[src/rtl/cdb_arbiter_if.sv]
// rtl/cdb_arbiter_if.sv - FU result ports and CDB broadcast bundle for cdb_arbiter
//
// Purpose: groups the per-FU valid/ready result ports and the registered CDB
// broadcast into one bundle.
//   slave  modport : the arbiter (consumes FU results, drives fu_ready and cdb_*)
//   master modport : the FU / consumer side (drives FU results, observes fu_ready and cdb_*)
// Signals:
//   fu_valid[i], fu_tag[i], fu_wb_en[i], fu_value[i], fu_correct_predict[i] : FU i result
//   fu_ready[i]                                                             : slot i accepts
//   cdb_no_output, cdb_tag, cdb_tag_valid, cdb_value, cdb_correct_predict   : CDB broadcast
interface cdb_arbiter_if #(
    parameter int NUM_FU = 4,
    parameter int TAG_W  = 5,
    parameter int XLEN   = 32
);
    logic [NUM_FU-1:0]            fu_valid;
    logic [NUM_FU-1:0][TAG_W-1:0] fu_tag;
    logic [NUM_FU-1:0]            fu_wb_en;
    logic [NUM_FU-1:0][XLEN-1:0]  fu_value;
    logic [NUM_FU-1:0]            fu_correct_predict;
    logic [NUM_FU-1:0]            fu_ready;

    logic                         cdb_no_output;
    logic [TAG_W-1:0]             cdb_tag;
    logic                         cdb_tag_valid;
    logic [XLEN-1:0]              cdb_value;
    logic                         cdb_correct_predict;

    modport slave (
        input  fu_valid, fu_tag, fu_wb_en, fu_value, fu_correct_predict,
        output fu_ready,
        output cdb_no_output, cdb_tag, cdb_tag_valid, cdb_value, cdb_correct_predict
    );

    modport master (
        output fu_valid, fu_tag, fu_wb_en, fu_value, fu_correct_predict,
        input  fu_ready,
        input  cdb_no_output, cdb_tag, cdb_tag_valid, cdb_value, cdb_correct_predict
    );
endinterface

[src/rtl/cdb_arbiter.sv]
// rtl/cdb_arbiter.sv - round-robin Common Data Bus arbiter with one holding slot per FU
//
// Purpose: each FU result port owns a one-entry slot; full slots are granted
// round-robin, one per cycle, into a registered CDB broadcast. A squash drops
// every pending result; reset clears everything asynchronously.
// Ports:
//   clock  : rising-edge clock
//   reset  : asynchronous active-high reset
//   squash : synchronous flush of all slots and of the next broadcast
//   bus    : cdb_arbiter_if.slave (FU result ports in, fu_ready and CDB out)
module cdb_arbiter #(
    parameter int NUM_FU = 4,
    parameter int TAG_W  = 5,
    parameter int XLEN   = 32
) (
    input  logic         clock,
    input  logic         reset,
    input  logic         squash,
    cdb_arbiter_if.slave bus
);
    localparam int PTR_W = (NUM_FU > 1) ? $clog2(NUM_FU) : 1;

    // Holding slots
    logic [NUM_FU-1:0]            full_q, full_d;
    logic [NUM_FU-1:0][TAG_W-1:0] tag_q, tag_d;
    logic [NUM_FU-1:0]            wb_en_q, wb_en_d;
    logic [NUM_FU-1:0][XLEN-1:0]  value_q, value_d;
    logic [NUM_FU-1:0]            cp_q, cp_d;

    logic [PTR_W-1:0]             rr_ptr_q, rr_ptr_d;

    // CDB output register
    logic                         out_no_output_q, out_no_output_d;
    logic [TAG_W-1:0]             out_tag_q, out_tag_d;
    logic                         out_tag_valid_q, out_tag_valid_d;
    logic [XLEN-1:0]              out_value_q, out_value_d;
    logic                         out_cp_q, out_cp_d;

    logic [NUM_FU-1:0]            grant;
    logic                         any_grant;
    logic [PTR_W-1:0]             grant_idx;
    logic [PTR_W:0]               scan_sum;
    logic [PTR_W-1:0]             scan_idx;
    logic [NUM_FU-1:0]            ready;

    // Search upward from rr_ptr, wrapping; scan_sum never exceeds 2*NUM_FU-2
    // so one conditional subtraction is enough to reduce it modulo NUM_FU.
    always_comb begin
        grant     = '0;
        any_grant = 1'b0;
        grant_idx = '0;
        scan_sum  = '0;
        scan_idx  = '0;
        for (int k = 0; k < NUM_FU; k++) begin
            scan_sum = {1'b0, rr_ptr_q} + (PTR_W+1)'(k);
            if (scan_sum >= (PTR_W+1)'(NUM_FU)) begin
                scan_sum = scan_sum - (PTR_W+1)'(NUM_FU);
            end
            scan_idx = scan_sum[PTR_W-1:0];
            if (!any_grant && full_q[scan_idx]) begin
                any_grant       = 1'b1;
                grant_idx       = scan_idx;
                grant[scan_idx] = 1'b1;
            end
        end
    end

    // A granted slot may accept a new result at the same edge it drains,
    // which lets a lone FU sustain one result per cycle.
    always_comb begin
        ready   = '0;
        full_d  = full_q;
        tag_d   = tag_q;
        wb_en_d = wb_en_q;
        value_d = value_q;
        cp_d    = cp_q;
        for (int i = 0; i < NUM_FU; i++) begin
            ready[i] = !squash && (!full_q[i] || grant[i]);
            if (squash) begin
                full_d[i] = 1'b0;
            end else if (bus.fu_valid[i] && ready[i]) begin
                full_d[i]  = 1'b1;
                tag_d[i]   = bus.fu_tag[i];
                wb_en_d[i] = bus.fu_wb_en[i];
                value_d[i] = bus.fu_value[i];
                cp_d[i]    = bus.fu_correct_predict[i];
            end else if (grant[i]) begin
                full_d[i] = 1'b0;
            end
        end
    end

    // Squash freezes the pointer even if a slot would have been granted.
    always_comb begin
        rr_ptr_d = rr_ptr_q;
        if (!squash && any_grant) begin
            if (grant_idx == PTR_W'(NUM_FU - 1)) begin
                rr_ptr_d = '0;
            end else begin
                rr_ptr_d = grant_idx + PTR_W'(1);
            end
        end
    end

    // Idle broadcast keeps correct_predict at 1 so the ROB never sees a
    // phantom mispredict.
    always_comb begin
        out_no_output_d = 1'b1;
        out_tag_d       = '0;
        out_tag_valid_d = 1'b0;
        out_value_d     = '0;
        out_cp_d        = 1'b1;
        if (!squash && any_grant) begin
            out_no_output_d = 1'b0;
            out_tag_d       = tag_q[grant_idx];
            out_tag_valid_d = wb_en_q[grant_idx];
            out_value_d     = value_q[grant_idx];
            out_cp_d        = cp_q[grant_idx];
        end
    end

    always_ff @(posedge clock or posedge reset) begin
        if (reset) begin
            full_q          <= '0;
            tag_q           <= '0;
            wb_en_q         <= '0;
            value_q         <= '0;
            cp_q            <= '0;
            rr_ptr_q        <= '0;
            out_no_output_q <= 1'b1;
            out_tag_q       <= '0;
            out_tag_valid_q <= 1'b0;
            out_value_q     <= '0;
            out_cp_q        <= 1'b1;
        end else begin
            full_q          <= full_d;
            tag_q           <= tag_d;
            wb_en_q         <= wb_en_d;
            value_q         <= value_d;
            cp_q            <= cp_d;
            rr_ptr_q        <= rr_ptr_d;
            out_no_output_q <= out_no_output_d;
            out_tag_q       <= out_tag_d;
            out_tag_valid_q <= out_tag_valid_d;
            out_value_q     <= out_value_d;
            out_cp_q        <= out_cp_d;
        end
    end

    assign bus.fu_ready            = ready;
    assign bus.cdb_no_output       = out_no_output_q;
    assign bus.cdb_tag             = out_tag_q;
    assign bus.cdb_tag_valid       = out_tag_valid_q;
    assign bus.cdb_value           = out_value_q;
    assign bus.cdb_correct_predict = out_cp_q;
endmodule
[src/flat_wrapper.sv]
// flat-port wrapper written by rule: the top's interface ports become plain ports
module cdb_arbiter_flat 
#(
    parameter int NUM_FU = 4,
    parameter int TAG_W  = 5,
    parameter int XLEN   = 32
)
  (clock, reset, squash, bus_fu_valid, bus_fu_tag, bus_fu_wb_en, bus_fu_value, bus_fu_correct_predict, bus_fu_ready, bus_cdb_no_output, bus_cdb_tag, bus_cdb_tag_valid, bus_cdb_value, bus_cdb_correct_predict);
  cdb_arbiter_if #(.NUM_FU(NUM_FU), .TAG_W(TAG_W), .XLEN(XLEN)) bus_i ();
  input  logic clock;
  input  logic reset;
  input  logic squash;
  input wire logic [$bits(bus_i.fu_valid)-1:0] bus_fu_valid;
  input wire logic [$bits(bus_i.fu_tag)-1:0] bus_fu_tag;
  input wire logic [$bits(bus_i.fu_wb_en)-1:0] bus_fu_wb_en;
  input wire logic [$bits(bus_i.fu_value)-1:0] bus_fu_value;
  input wire logic [$bits(bus_i.fu_correct_predict)-1:0] bus_fu_correct_predict;
  output wire logic [$bits(bus_i.fu_ready)-1:0] bus_fu_ready;
  output wire logic [$bits(bus_i.cdb_no_output)-1:0] bus_cdb_no_output;
  output wire logic [$bits(bus_i.cdb_tag)-1:0] bus_cdb_tag;
  output wire logic [$bits(bus_i.cdb_tag_valid)-1:0] bus_cdb_tag_valid;
  output wire logic [$bits(bus_i.cdb_value)-1:0] bus_cdb_value;
  output wire logic [$bits(bus_i.cdb_correct_predict)-1:0] bus_cdb_correct_predict;
  assign bus_i.fu_valid = bus_fu_valid;
  assign bus_i.fu_tag = bus_fu_tag;
  assign bus_i.fu_wb_en = bus_fu_wb_en;
  assign bus_i.fu_value = bus_fu_value;
  assign bus_i.fu_correct_predict = bus_fu_correct_predict;
  assign bus_fu_ready = bus_i.fu_ready;
  assign bus_cdb_no_output = bus_i.cdb_no_output;
  assign bus_cdb_tag = bus_i.cdb_tag;
  assign bus_cdb_tag_valid = bus_i.cdb_tag_valid;
  assign bus_cdb_value = bus_i.cdb_value;
  assign bus_cdb_correct_predict = bus_i.cdb_correct_predict;
  cdb_arbiter #(.NUM_FU(NUM_FU), .TAG_W(TAG_W), .XLEN(XLEN)) u_core (.clock(clock), .reset(reset), .squash(squash), .bus(bus_i));
endmodule
[config.mk]
export PLATFORM = sky130hd
export DESIGN_NAME = cdb_arbiter_flat
export DESIGN_NICKNAME = d
export VERILOG_FILES = /design/src/rtl/cdb_arbiter_if.sv /design/src/rtl/cdb_arbiter.sv /design/src/flat_wrapper.sv
export SDC_FILE = /design/constraint.sdc
export NUM_CORES = 1
export LEC_CHECK = 0
export CAP_MARGIN = 20
export CELL_PAD_IN_SITES_DETAIL_PLACEMENT = 0
export CELL_PAD_IN_SITES_GLOBAL_PLACEMENT = 1
export CORE_MARGIN = 1
export CORE_UTILIZATION = 45
export CTS_BUF_LIST = sky130_fd_sc_hd__clkbuf_8
export DETAILED_ROUTE_END_ITERATION = 8
export PLACE_DENSITY_LB_ADDON = 0.1
export SETUP_SLACK_MARGIN = 0.2
export SYNTH_ARGS = -nofsm -noshare
export SYNTH_HDL_FRONTEND = slang
export SYNTH_SLANG_ARGS = --single-unit
[constraint.sdc]
create_clock -name clock -period 14 [get_ports clock]
set_input_delay 2.8 -clock clock [delete_from_list [all_inputs] [get_ports clock]]
set_output_delay 2.8 -clock clock [all_outputs]
set_load 0.005 [all_outputs]
# After elaboration in Yosys (flattened, before gate mapping)
# Cells that the tools add are included.
[word_totals] ramBits=0 n_memories=0 rom_bits=0 latch_bits=0 wordCells=146 regBits=202 output_inout_bits=44 input_bits=163
[op_classes] n_eq_ne=1 n_mul=0 n_lt_le_gt_ge=13 n_bitwise=4 muxes=58 div_mod_pow=0 n_reduce_logical=36 n_shift=0 n_addsub=8
[op_table] op="binary-select mux 32 bit (select 2 bit)" count=1
[op_table] op="2-to-1 mux 32 bit" count=2
[op_table] op="2-to-1 mux 1 bit" count=29
[op_table] op="2-to-1 mux 2 bit" count=9
[op_table] op="logical AND 1 bit" count=16
[op_table] op="2-to-1 mux 4 bit" count=4
[op_table] op="less-than comparator 2 x 3 -> 1 bit (second input constant)" count=5
[op_table] op="binary-select mux 1 bit (select 2 bit)" count=6
[op_table] op="OR 4 bit" count=3
[op_table] op="nonzero test 3 bit" count=4
[op_table] op="binary-select mux 5 bit (select 2 bit)" count=1
[op_table] op="2-to-1 mux 5 bit" count=2
[op_table] op=">= comparator 3 bit (second input constant)" count=3
[op_table] op="demux 1 bit (select 2 bit)" count=4
[op_table] op=">= comparator 2 x 1 -> 1 bit (second input constant)" count=4
[op_table] op="logical NOT 1 bit" count=8
[op_table] op="AND reduction 2 bit" count=4
[op_table] op="subtractor 2 x 1 -> 2 bit (second input constant)" count=4
[op_table] op="adder 2 x 2 -> 3 bit (second input constant)" count=2
[op_table] op="logical OR 1 bit" count=4
[op_table] op="adder 2 x 1 -> 3 bit (second input constant)" count=1
[op_table] op=">= comparator 2 x 3 -> 1 bit (second input constant)" count=1
[op_table] op="adder 2 x 1 -> 2 bit (second input constant)" count=1
[op_table] op="== test 2 bit (second input constant)" count=1
[op_table] op="NOT 1 bit" count=1

# Longest topological paths before layout
[depth] ltp_word=19 ltp_mapped=13 depth_no_buf=8

# Worst setup path after synthesis
# Ideal clock, no wire load.
[synth_path] path_type="input -> output" from="in squash" to="out bus_fu_ready[0]" path_buffers=1 required_ns=11.200 path_stages=2 arrival_time_ns=3.123 slack_ns=8.077 cell_sequence="clkbuf_1 nor2_1"
[synth_between] elab_chain_len=2
[synth_rtl] item="start, declared" line="flat_wrapper.sv:12" rtl="input logic squash;"
[synth_rtl] item="logical NOT 1 bit" line="cdb_arbiter.sv:78" rtl="ready[i] = !squash && (!full_q[i] || grant[i]);"
[synth_rtl] item="logical AND 1 bit" line="cdb_arbiter.sv:78"
[synth_rtl] item="end, declared" line="flat_wrapper.sv:18" rtl="output wire logic [$bits(bus_i.fu_ready)-1:0] bus_fu_ready;"
# No other way between the ends.

# Worst setup path after layout
[layout_path] from="in squash" to="out bus_fu_ready[1]"
# The elaborated chain is that of the path after synthesis.

==> results.txt <==
RSZ-0062 raised after global routing: no
Post-Syn Area per Cell: 12.7 um2
WP data required: 11.20 ns
CP Class: in2out
Final instance area: 12,300 um2
Crit path max fanout: 13
Synth area leader: dfrtp_1
Most used cell, CP: clkdlybuf4s50_1
Area of the core: 20,400 um2
EDFF count, synth: 0
Syn nets: 912
Post-CTS Setup Bufs: 0
Crit-path slowest cell: clkdlybuf4s50_1
Switching part of the total power: 37.6%
Gate power share: 44.8%
Seq/Total Area, Yosys: 53.7%
Pre-antenna DRT Iters: 4
Startpoint Class: input pin
Sequential power share: 35.7%
CTS resizes: 0
Placed inst area: 11,600 um2
Worst Setup Slack post-DPL: 6.95 ns
Die H: 147 um
Final hold slack: 0.495 ns
Period minus WS final: 7.03 ns
Pin slew with the least headroom to its limit: 1.12 ns
Clk root buf: clkbuf_8
Yosys cell types: 52
Hold Vio Cnt, Final: 0
WL/cell: 21.1 um
Slew HR: 25.6%
Status: finished, final reports clean
Synth warn: 0
Vias in the first global route: 7,589
Final Max Slew Viols: 0
Drt first-iter violations: 297
Initial Util: 46.3%
# DRC: 0
Top FF cell, synth: dfrtp_1
Synthesized flop and latch total: 202
Row cnt: 52
TNS Setup: 0 ns
Period utilization: 50.2%
Routed Antenna Nets: 0
Clock transition at path regs: 0.06 ns
Design internal power: 1640 uW
Vias/cell: 5.62
Critical path arrival: 4.23 ns
Ranking of synthesized cells by area: dfrtp_1, mux2_2, mux2i_1
Area grow syn2layout: 30.8%
Num CTS Buffers: 35
Nets@finish: 1,107
Filler cell count: 1,660
Hold Path Class: reg2reg
Io pins: 207
Mapped Area: 9420 um2
Number of hold buffers added after cts: 0
Die Area: 21,500 um2
Die W: 147 um
RePlAce Congestion: 0.849
Port bufs: 206
Largest net degree at the start of global routing: 121
Max incr delay on CP: 0.65 ns
Antenna violations before repair: 4
Gr ovfl total: 0
Pwr Density: 213 nW/um2
H-tree depth: 2
First-pass GRT wire length: 41.2 mm
Share of cells above drive strength 1: 27.6%
Asr flop ratio synth: 100%
Insertion delay to the later sink of the worst-skew pair: 0.52 ns
Max Root-Sink Buffers: 3
Setup crit end kind: output port
Clk pwr share: 19.5%
VDD IR-drop max: 0.000113 V
Leakage power figure: 0.00517 uW
Switching pwr: 989 uW
CP Cell Sequence: clkdlybuf4s50_1, nor2b_1, clkdlybuf4s50_1
Setup ws final: 6.97 ns
Vias: 6,929
Synth top area share: 53.1%
Clock sinks: 202
Final HPWL from detailed placement: 16.4 mm
Final wirelength: 26.1 mm
CTS tree: done
Finish-stage setup viols: 0
Max_cap viols: 0
Clk_skew: 0.0208 ns
Tot GR Track Use: 24.8%
Peak Freq: 142 MHz
Post-synthesis instance total: 743
## routing by layer
layer / share of wire [%] / wire, um / up-vias / global-route usage [%]
met5: 0.050 / 13 / - / 0
met4: 3.5 / 905 / 2 / 12.9
met3: 6.3 / 1640 / 62 / 5.19
met2: 49 / 12900 / 247 / 39.5
met1: 41 / 10600 / 3496 / 32.0
li1: - / - / 3122 / -
## path summary, 6_finish.rpt
check | start | endpoint | slack [ns] | cells past startpoint
min in group asynchronous | reset | u_core.value_q[48]$_DFFE_PP0P_ | 2.81 | 2
min reg2reg | u_core.tag_q[5]$_DFFE_PP0P_ | u_core.tag_q[5]$_DFFE_PP0P_ | 0.49 | 1
max | squash | bus_fu_ready[1] | 6.97 | 3
min | u_core.tag_q[5]$_DFFE_PP0P_ | u_core.tag_q[5]$_DFFE_PP0P_ | 0.49 | 1
max in group asynchronous | reset | u_core.bus.cdb_correct_predict$_DFF_PP1_ | 9.87 | 4
max reg2reg | u_core.rr_ptr_q[1]$_DFFE_PP0P_ | u_core.bus.cdb_value[19]$_DFF_PP0_ | 9.07 | 9
## placed cells by master (no fill, tap or decap), drive strengths merged, types with 2 or more instances in the layout
master         instances
a21oi                  8
nor2                  10
nand4                  4
dfstp                  2
nand3b                 5
a2111oi                2
nor2b                  9
mux4                   3
nand3                  3
ha                     6
inv                   21
o22ai                 72
a22o                   2
or3b                   4
a31o                  33
clkdlybuf4s50        206
mux2i                 45
o31a                   2
dfrtp                200
o21ai                  7
clkbuf                44
a211oi                 4
diode                  3
or2                    2
nand2                 74
o21bai                 2
buf                   10
a211o                  3
mux2                 160
a22oi                  2
## power groups by stage
stage          Sequential (uW)  Clock, uW  Combinational (uW)
2_1_floorplan              904          0                 833
3_3_place_gp               932          0                1150
3_5_place_dp               944          0                1180
4_1_cts                    936        528                1180
5_1_grt                    965        556                1270
6_report                   939        514                1180
## synthesized netlist by cell type, types with 3 or more instances
cell / instances
nand2_1: 74
a211o_1: 3
buf_6: 5
mux2_2: 142
nand3_1: 3
mux2_4: 10
buf_4: 7
dfrtp_1: 200
or3b_2: 4
a211oi_1: 4
nand3b_1: 4
o21ai_0: 6
o22ai_1: 72
ha_1: 6
nor2_1: 9
a31o_2: 33
a21oi_1: 8
mux2_1: 8
buf_2: 15
mux2i_1: 45
nor2b_1: 9
mux4_2: 3
clkbuf_1: 28
inv_1: 6
nand4_1: 4
## critical path, delay by kind of cell
kind	cells	cell delay, ns
buf+inv	2	1.17
simple gates	1	0.25
## per-stage QoR
step	instances	util (%)	total power, uW
final	1233	60.5	2630
after global routing	1233	60.5	2800
after CTS	1229	60.3	2650
after detailed placement	1170	57.1	2120
after global placement	1170	57.1	2080
after floorplan	743	-	1740
## sequential cells by signal, summed over array words and instances (netlist names)
name                            cells
u_core.tag_q                       20
u_core.bus.cdb_tag_valid            1
u_core.cp_q                         4
u_core.rr_ptr_q                     2
u_core.value_q                    128
u_core.full_q                       4
u_core.bus.cdb_correct_predict      1
u_core.bus.cdb_no_output            1
u_core.wb_en_q                      4
u_core.bus.cdb_value               32
u_core.bus.cdb_tag                  5
## cells by family after synthesis
group | share of synthesized area (%)
adder cells (fa/ha/maj) | 0.797
flip-flops | 53.7
multiplexers | 25.0
AND/OR/NAND/NOR | 5.66
AO/OA/AOI/OAI | 11.1
buffers and inverters | 3.64
XOR/XNOR | 0.0930
## area by class of cell
class                      count  area (um2)  area share (%)
tap                          270         338            2.74
inverter                       7        33.8           0.274
timing repair buffer         216        2160            17.5
multi-input combinational    476        4060            33.0
antenna                        3        7.51          0.0609
sequential                   202        5060            41.0
clock buffer                  44         606            4.91
clock inverter                15        60.1           0.487
Power figures use the tool's default switching activity.
